<file path="config.mk">
export PLATFORM = sky130hd
export DESIGN_NAME = next_pc_ctrl
export DESIGN_NICKNAME = d
export VERILOG_FILES = /design/src/rtl/next_pc_ctrl.sv
export SDC_FILE = /design/constraint.sdc
export NUM_CORES = 1
export LEC_CHECK = 0
export BUFFER_PORTS_ARGS = -buffer_cell sky130_fd_sc_hd__buf_4
export CORE_MARGIN = 3
export CORE_UTILIZATION = 52
export CTS_BUF_LIST = sky130_fd_sc_hd__clkbuf_4
export DETAILED_ROUTE_END_ITERATION = 10
export PLACE_DENSITY_LB_ADDON = 0.15
export SYNTH_ARGS = -nofsm -noshare
export SYNTH_HDL_FRONTEND = slang
export SYNTH_SLANG_ARGS = --single-unit
</file>
<file path="constraint.sdc">
create_clock -name Clk -period 5.2 [get_ports Clk]
set_clock_uncertainty 0.2 [all_clocks]
set_input_delay 0.52 -clock Clk [delete_from_list [all_inputs] [get_ports Clk]]
set_output_delay 0.52 -clock Clk [all_outputs]
set_load 0.005 [all_outputs]
</file>
<file path="src/rtl/next_pc_ctrl.sv">
// next_pc_ctrl -- next-PC selection for a MIPS-style fetch stage.
//
// NextPC is combinational (zero-cycle latency) from the inputs and a small
// amount of registered state. Selection priority:
//   Reset > Exception > Stall > pending delay-slot target > redirect > PC+4
// Redirect priority: JumpReg > Jump > (Branch & Zero).
//
// Optional feature: define NEXT_PC_DELAY_SLOT_EN to build in one
// architectural branch delay slot. A redirect then fetches PC+4 first,
// records the target, and enters SLOT. The next non-stalled cycle issues
// the recorded target. Without the macro, redirects take effect immediately
// and the SLOT state is never entered.
//
// Parameters:
//   WIDTH      address width (at least 29 for the jump target form)
//   RESET_PC   NextPC value while Reset is high
//   EXC_VECTOR exception handler address
// Ports:
//   Clk          rising-edge clock
//   Reset        synchronous, active-high reset
//   PC           current PC from the program counter register
//   Stall        hold PC and all state
//   Branch/Zero  conditional branch decoded / condition true
//   BranchOffset signed word offset
//   Jump         direct jump decoded; JumpIndex gives the word index
//   JumpReg      register-indirect jump decoded; RegTarget gives the target
//   Exception    one-cycle exception request
//   NextPC       next PC to the program counter register
//   InDelaySlot  high while in the SLOT state
//   EPC          registered exception return address
//   ExcBD        registered; exception was taken in a delay slot

module next_pc_ctrl #(
    parameter int unsigned      WIDTH      = 32,
    parameter logic [WIDTH-1:0] RESET_PC   = 32'h00400000,
    parameter logic [WIDTH-1:0] EXC_VECTOR = 32'h80000180
) (
    input  logic             Clk,
    input  logic             Reset,
    input  logic [WIDTH-1:0] PC,
    input  logic             Stall,
    input  logic             Branch,
    input  logic             Zero,
    input  logic [15:0]      BranchOffset,
    input  logic             Jump,
    input  logic [25:0]      JumpIndex,
    input  logic             JumpReg,
    input  logic [WIDTH-1:0] RegTarget,
    input  logic             Exception,
    output logic [WIDTH-1:0] NextPC,
    output logic             InDelaySlot,
    output logic [WIDTH-1:0] EPC,
    output logic             ExcBD
);

    typedef enum logic {
        SEQ,
        SLOT
    } state_t;

    state_t           state;
    state_t           state_next;
    logic [WIDTH-1:0] pending_target;
    logic [WIDTH-1:0] pending_next;
    logic [WIDTH-1:0] epc_next;
    logic             exc_bd_next;

    logic [WIDTH-1:0] pc_plus4;
    logic [WIDTH-1:0] branch_target;
    logic [WIDTH-1:0] jump_target;
    logic [WIDTH-1:0] redirect_target;
    logic             redirect;

    assign pc_plus4      = PC + WIDTH'(4);
    // Sign-extended word offset, already scaled by 4.
    assign branch_target = pc_plus4 + {{(WIDTH-18){BranchOffset[15]}}, BranchOffset, 2'b00};
    assign jump_target   = {pc_plus4[WIDTH-1:28], JumpIndex, 2'b00};
    assign redirect      = JumpReg | Jump | (Branch & Zero);

    always_comb begin
        redirect_target = branch_target;
        if (JumpReg) begin
            redirect_target = RegTarget;
        end else if (Jump) begin
            redirect_target = jump_target;
        end
    end

    assign InDelaySlot = (state == SLOT);

    always_comb begin
        NextPC       = pc_plus4;
        state_next   = state;
        pending_next = pending_target;
        epc_next     = EPC;
        exc_bd_next  = ExcBD;

        if (Reset) begin
            // Registered state is cleared by the synchronous reset itself.
            NextPC = RESET_PC;
        end else if (Exception) begin
            NextPC       = EXC_VECTOR;
            state_next   = SEQ;
            pending_next = '0;
            // In SLOT the faulting instruction is the delay slot; return to
            // the redirecting instruction one word earlier.
            epc_next     = (state == SLOT) ? (PC - WIDTH'(4)) : PC;
            exc_bd_next  = (state == SLOT);
        end else if (Stall) begin
            NextPC = PC;
        end else if (state == SLOT) begin
            // Redirect inputs are ignored while the slot retires.
            NextPC     = pending_target;
            state_next = SEQ;
        end else if (redirect) begin
`ifdef NEXT_PC_DELAY_SLOT_EN
            NextPC       = pc_plus4;
            pending_next = redirect_target;
            state_next   = SLOT;
`else
            NextPC = redirect_target;
`endif
        end
    end

    always_ff @(posedge Clk) begin
        if (Reset) begin
            state          <= SEQ;
            pending_target <= '0;
            EPC            <= '0;
            ExcBD          <= 1'b0;
        end else begin
            state          <= state_next;
            pending_target <= pending_next;
            EPC            <= epc_next;
            ExcBD          <= exc_bd_next;
        end
    end

endmodule

</file>
==> results of run 1 <==
metrics by stage:
stage | utilization | cells
after global routing | 0.704 | 954
after detailed placement | 0.691 | 946
after floorplan | - | 706
final | 0.704 | 954
after global placement | 0.691 | 946
after CTS | 0.698 | 954
power breakdown:
group	switching [uW]	leakage, uW	internal, uW
Clock	83.8	0.0000338	62.4
Combinational	320	0.00271	249
Sequential	8.19	0.000264	260
Total	412	0.00301	571
cells in the final DEF (no fill, tap or decap), types with 9 or more instances in the layout:
cell / netlist / layout
nor3_1: 13 / 11
dfxtp_1: 32 / 32
a31oi_1: 11 / 11
o211ai_1: 16 / 16
o22ai_1: 9 / 9
mux2i_1: 41 / 41
xor2_1: 21 / 21
xnor2_1: 24 / 21
buf_4: 6 / 183
nor2_1: 97 / 95
inv_1: 14 / 14
nand2_1: 61 / 60
ha_1: 34 / 34
o21ai_0: 40 / 40
a21oi_1: 65 / 64
a21o_1: 17 / 17
nand3_1: 32 / 32
kinds of logic (layout without fill, tap and decap cells):
logic type / Yosys count / in the layout
muxes: 41 / 41
DFF: 32 / 32
other: 1 / 2
adders and majority gates: 35 / 35
and+or+nand+nor: 264 / 264
buffers and inverters: 65 / 205
AOI/OAI and AO/OA: 222 / 222
xor gates and xnor gates: 45 / 45
worst paths after layout:
check                to    start
max reg2reg     EPC[18]  EPC[18]
min              EPC[0]    PC[0]
max          NextPC[28]   PC[10]
min reg2reg      EPC[3]   EPC[3]
layer usage:
| metal | track usage | share of wire | vias to the layer above |
|---|---|---|---|
| li1 | - | - | 2865 |
| met1 | 0.501 | 0.42 | 2818 |
| met2 | 0.548 | 0.45 | 371 |
| met3 | 0.0636 | 0.10 | 44 |
| met4 | 0.103 | 0.025 | 0 |
| met5 | 0 | 0 | - |
critical path: stages:
cell	delay [ns]
buf_4	0.13
and4_1	0.22
nand3_1	0.28
nor2_2	0.26
and3_1	0.19
xor2_1	0.25
ha_1	0.35
a21o_1	0.18
a21oi_1	0.18
nand3_1	0.12
a21oi_2	0.17
nand2b_1	0.16
o21ai_1	0.15
or4_1	0.50
a311o_1	0.30
a21oi_1	0.14
buf_4	0.13
cell type report:
class / count / share of cell area
inverters: 14 / 0.00836
clock buffers: 7 / 0.00836
clock inverters: 1 / 0.000597
flip-flops and latches: 32 / 0.102
repair buffers: 183 / 0.218
well taps: 108 / 0.0215
multi-input cells: 609 / 0.641
==> summary.txt, run 1 <==
Status
  – Status: finished, final reports clean

Setup path
  – Critical path class: in -> out
  – Max FO, Critical Path: 6
  – CP arrival: approximately 4.2 ns
  – CP endpoint kind: primary output
  – Flop-to-flop setup slack: between 4 and 5 ns
  – CP startpoint kind: input pin
  – R2R depth: 2
  – Worst EP required: between 4 and 5 ns

Die
  – Die height: ~100 um
  – Die Footprint: ~11000 sq um
  – Chip Width: 103 um
  – # IOs: 180
  – Starting Density: 0.548
  – Core area: just under 9000 sq um
  – Rows: 34

Clock tree
  – Hold_buf cts: 0
  – CTS tree: done
  – CTS Root Cell: clkbuf_4
  – Skew-Pair Late Insertion Delay: ~0.33 ns
  – CTS buffer count: 5
  – Post-CTS Resized: 0
  – Postcts setup bufs: 0
  – Htree depth: 2
  – Clock Sink Count: 32
  – Clk slew on worst S/H paths: about 0.10 ns
  – Clock Tree Buf Depth: 2

GRT
  – GRT Util Overall: 0.354
  – Maximum number of pins on one net before global-route repair: between 40 and 50
  – First-pass GRT wire length: approximately 30000 um
  – GRT overflow: 0
  – Via count of the first global-routing pass: ~5700
  – Antenna violations before repair: 0

Placement
  – DP Area: 6180 sq um
  – GPL Wtd Cong: ~1.1
  – Place WS: 0.115 ns
  – HPWL after detailed placement: approximately 15000 um
  – PortBufs: approximately 180

Timing
  – Fmax achieved: roughly 0.20 GHz
  – RSZ-0062 raised after global routing: no
  – Final Hold Slack: approximately 0.27 ns
  – Fin crit period: ~5.0 ns
  – Max_slew headroom: 0.318
  – Worst setup margin: between 0.2 and 0.25 ns
  – Final period util: 0.953
  – Count of final setup violators: 0
  – Max Slew Vio Count: 0
  – Setup TNS: 0 ns
  – Final Hold Viols: 0
  – Worst-Margin Slew: about 1.0 ns

Logic synthesis
  – Post-Syn Instances: 705
  – Top cell type's share of synthesized area: 0.131
  – Register area share after synthesis: 0.131
  – Commonest cells in the netlist: nor2_1, a21oi_1, nand2_1
  – Top post-synthesis cells by area: dfxtp_1, ha_1, mux2i_1
  – Adder-cell share of the synthesized area: 0.0910
  – Largest area contributor in the netlist: dfxtp_1
  – Portion of netlist area occupied by mux cells: 0.0838
  – Main flop type after synthesis: dfxtp_1
  – Largest family of logic cells by synthesized area: compound AO/OA/AOI/OAI gates
  – Fraction of registers with async set/reset: 0
  – Cell Area, Synth: around 4900 sq um
  – Post-synthesis simple-gate area fraction: 0.258
  – Post-Synth XOR/XNOR Area: 0.0805
  – Count leader, synth: nor2_1
  – Compound-Gate Fraction of Synth Area: 0.296
  – Post-synth EDFFs: 0
  – Unique masters post-synth: 70
  – Synth warnings: 0
  – Mean post-synth cell area: between 6 and 7 sq um
  – #FFs+latches synth: 32

Detailed routing
  – Vias: 6098
  – Final WL: 19300 um
  – Avg WL per Cell: just over 20 um
  – Drt drc: 0
  – Initial DRC Count: 613
  – Via-to-Cell Ratio: about 6.4
  – Antenna-violating nets left: 0
  – 1st-pass router iterations: 6

Hold path
  – Hold Crit Depth: 3
  – Hold Crit Class: in -> reg

Power and ir drop
  – Worst vdd ir: between 0.0002 and 0.0003 V
  – Static Leakage: roughly 0.003 uW
  – Final Power: between 900 and 1000 uW
  – Power per cell area: about 160 nW/um^2

Layout
  – Antenna fix cells: 0
  – Largest register FFs: 32
  – Most flops, register: EPC
  – Final Cell Area: 6290 sq um
  – Top Registers: EPC x32
  – Fillers: 793
  – Register Area: between 600 and 700 sq um
  – Share of layout cells above drive strength 1: 0.255
  – Area Growth Syn to Fin: 28.4%
  – Area of the multi-input gates: approximately 4000 sq um
  – Final #Nets: 994

Flow run
  – MaxCap Viol Count: 0
(Power assumes the default switching activity.)
==> inputs of run 2 (changes only) <==
--- a/config.mk
+++ b/config.mk
@@ -6,11 +6,13 @@
 export NUM_CORES = 1
 export LEC_CHECK = 0
 export BUFFER_PORTS_ARGS = -buffer_cell sky130_fd_sc_hd__buf_4
+export CAP_MARGIN = 20
 export CORE_MARGIN = 3
 export CORE_UTILIZATION = 52
 export CTS_BUF_LIST = sky130_fd_sc_hd__clkbuf_4
 export DETAILED_ROUTE_END_ITERATION = 10
 export PLACE_DENSITY_LB_ADDON = 0.15
+export REMOVE_ABC_BUFFERS = 1
 export SYNTH_ARGS = -nofsm -noshare
 export SYNTH_HDL_FRONTEND = slang
 export SYNTH_SLANG_ARGS = --single-unit
==> run 2 against run 1 <==
  * Critical path depth stayed put
  * Combinational power shrank 1%
  * Sequential power about the same
  * Non-clock buffer count increased by 3
  * Fmax down 0.14%
  * Utilization barely moved
  * Wire length decreased by 1.4%
  * Largest cell class unchanged
==> summary.txt, run 2 (synthesized netlist as in run 1, its figures left out) <==
Setup path
  – CP peak stage delay: 0.50 ns (about the same)
  – CP startpoint kind: input pin
  – Flop-to-flop setup slack: 4.32 ns (-0.02 ns)
  – Worst EP required: 4.48 ns (about the same)
  – Crit path buf inv count: 2 (unchanged)
  – CP endpoint kind: primary output
  – CP arrival: 4.24 ns (about the same)
  – Crit Reg-Reg Startpoint: EPC[14]
  – WP depth: 17 (unchanged)
  – Slowest-stage cell, CP: or4_1
  – Crit path from: PC[6]
  – FF-to-FF End: EPC[14]
  – R2R depth: 2 (unchanged)
  – CP cell instances: buf_4 > nand3_1 > or3_4 > nor2_1 > and3_1 > xor2_1 > ha_1 > a21o_1 > a21oi_1 > nand3_1 > a21oi_2 > nand2b_1 > o21ai_1 > or4_1 > a311o_1 > a21oi_1 > buf_4
  – Max FO, Critical Path: 7 (+1)
  – CP top delay family: simple AND/OR/NAND/NOR gates
  – End of the critical path: NextPC[28]
  – Critical path class: in -> out

Power and ir drop
  – Worst vdd ir: 0.000158 V (-44%)
  – Power per cell area: 153 nW/um^2 (-2.3%)
  – Final Power: 961 uW (-2.3%)
  – Static Leakage: 0.00299 uW (-0.50%)

GRT
  – Maximum number of pins on one net before global-route repair: 46 (unchanged)
  – Antenna violations before repair: 0 (unchanged)
  – GRT Util Overall: 0.348 (-0.00532)
  – First-pass GRT wire length: 29300 um (-0.68%)
  – Via count of the first global-routing pass: 5756 (+0.75%)
  – GRT overflow: 0 (unchanged)

Layout
  – Finished Layout Cells: 956 (+0.21%)
  – Commonest cells after routing, fill and taps aside: buf_4, nor2_1, a21oi_1
  – Largest register FFs: 32 (unchanged)
  – Top Registers: EPC x32
  – Commonest non-fill, non-tap cell in the layout: buf_4
  – Antenna fix cells: 0 (unchanged)
  – Most flops, register: EPC
  – Area Growth Syn to Fin: 28.4% (about the same)
  – Final #Nets: 997 (+0.30%)
  – Share of layout cells above drive strength 1: 0.255 (-0.000602)

Timing
  – RSZ-0062 raised after global routing: no
  – Fmax achieved: 0.201 GHz (-0.14%)
  – Count of final setup violators: 0 (unchanged)
  – Max Slew Vio Count: 0 (unchanged)
  – Final Hold Slack: 0.252 ns (-0.0167 ns)
  – Fin crit period: 4.96 ns (+0.00684 ns)
  – Final Hold Viols: 0 (unchanged)
  – Worst-Margin Slew: 0.790 ns (-0.229 ns)
  – Max_slew headroom: 0.472 (+0.154)
  – Final period util: 0.955 (+0.00132)
  – Setup TNS: 0 ns (unchanged)

Clock tree
  – Hold_buf cts: 0 (unchanged)
  – Htree depth: 2 (unchanged)
  – Clk slew on worst S/H paths: 0.09 ns (about the same)
  – CTS Root Cell: clkbuf_4
  – Postcts setup bufs: 0 (unchanged)
  – CTS buffer count: 5 (unchanged)
  – Post-CTS Resized: 0 (unchanged)
  – CTS tree: done
  – Clock Tree Buf Depth: 2 (unchanged)
  – Skew-Pair Late Insertion Delay: 0.31 ns (-0.02 ns)
  – Clock Sink Count: 32 (unchanged)

Detailed routing
  – Antenna-violating nets left: 0 (unchanged)
  – Vias: 6130 (+0.52%)
  – Final WL: 19000 um (-1.4%)
  – Via-to-Cell Ratio: 6.41 (+0.31%)
  – Avg WL per Cell: 19.9 um (-1.6%)
  – Drt drc: 0 (unchanged)
  – Initial DRC Count: 561 (-8.5%)
  – 1st-pass router iterations: 8 (+2)

Placement
  – Placed cells: 949 (+0.32%)
  – PortBufs: 177 (unchanged)
  – GPL Wtd Cong: 0.975 (-10%)
  – HPWL after detailed placement: 14400 um (-6.0%)

Hold path
  – Hold Crit Class: in -> reg
  – Hold Crit Depth: 3 (unchanged)

Die
  – Die Footprint: 10600 sq um (unchanged)
  – Chip Width: 103 um (unchanged)
  – Starting Density: 0.548 (unchanged)
  – Die height: 103 um (unchanged)
  – Core area: 8930 sq um (unchanged)
  – # IOs: 180 (unchanged)
  – Rows: 34 (unchanged)

Flow run
  – MaxCap Viol Count: 0 (unchanged)

Status
  – Status: finished, final reports clean
-- run 2: how the worst min path moves through the flow --
| stage | startpoint | to | slack (ns) |
|---|---|---|---|
| 2_1_floorplan | EPC[0] | EPC[0] | 0.28 |
| 3_3_place_gp | EPC[12] | EPC[12] | 0.28 |
| 3_5_place_dp | EPC[31] | EPC[31] | 0.29 |
| 4_1_cts | PC[1] | EPC[1] | 0.24 |
| 5_1_grt | PC[1] | EPC[1] | 0.24 |
| 6_report | PC[1] | EPC[1] | 0.25 |
-- run 2: layout make-up --
class                   instances  area, sq um
repair buffers                186         1400
inverters                      14         52.6
flip-flops and latches         32          641
multi-input cells             609         4020
fillers                       805         2650
clock inverters                 2         7.51
clock buffers                   5         37.5
well taps                     108          135
-- run 2: through the flow --
stage | setup slack [ns] | utilization | instance area [sq um]
floorplan | 0.847 | - | 4660
global placement | 0.212 | 0.694 | 6200
detailed placement | 0.104 | 0.694 | 6200
CTS | 0.0850 | 0.699 | 6240
global route | 0.000747 | 0.704 | 6290
finish | 0.236 | 0.704 | 6290
-- run 2: per-layer routing --
| metal | vias up | routed length (um) | GRT usage |
|---|---|---|---|
| li1 | 2856 | - | - |
| met2 | 393 | 8800 | 0.575 |
| met1 | 2836 | 7790 | 0.478 |
| met4 | 0 | 421 | 0.0896 |
| met5 | - | 0 | 0 |
| met3 | 45 | 2010 | 0.0480 |
-- run 2: worst reg2reg max path, delay by kind of cell, from the launching register on --
kind | cells | cell delay (ns)
muxes | 1 | 0.16
DFF | 1 | 0.33
and+or+nand+nor | 1 | 0.07
-- run 2: report_power, final --
group          leakage, uW  internal (uW)  switching [uW]
clock            0.0000261           47.3            85.3
combinational      0.00270            250             310
sequential        0.000264            260            7.96
total              0.00299            557             404
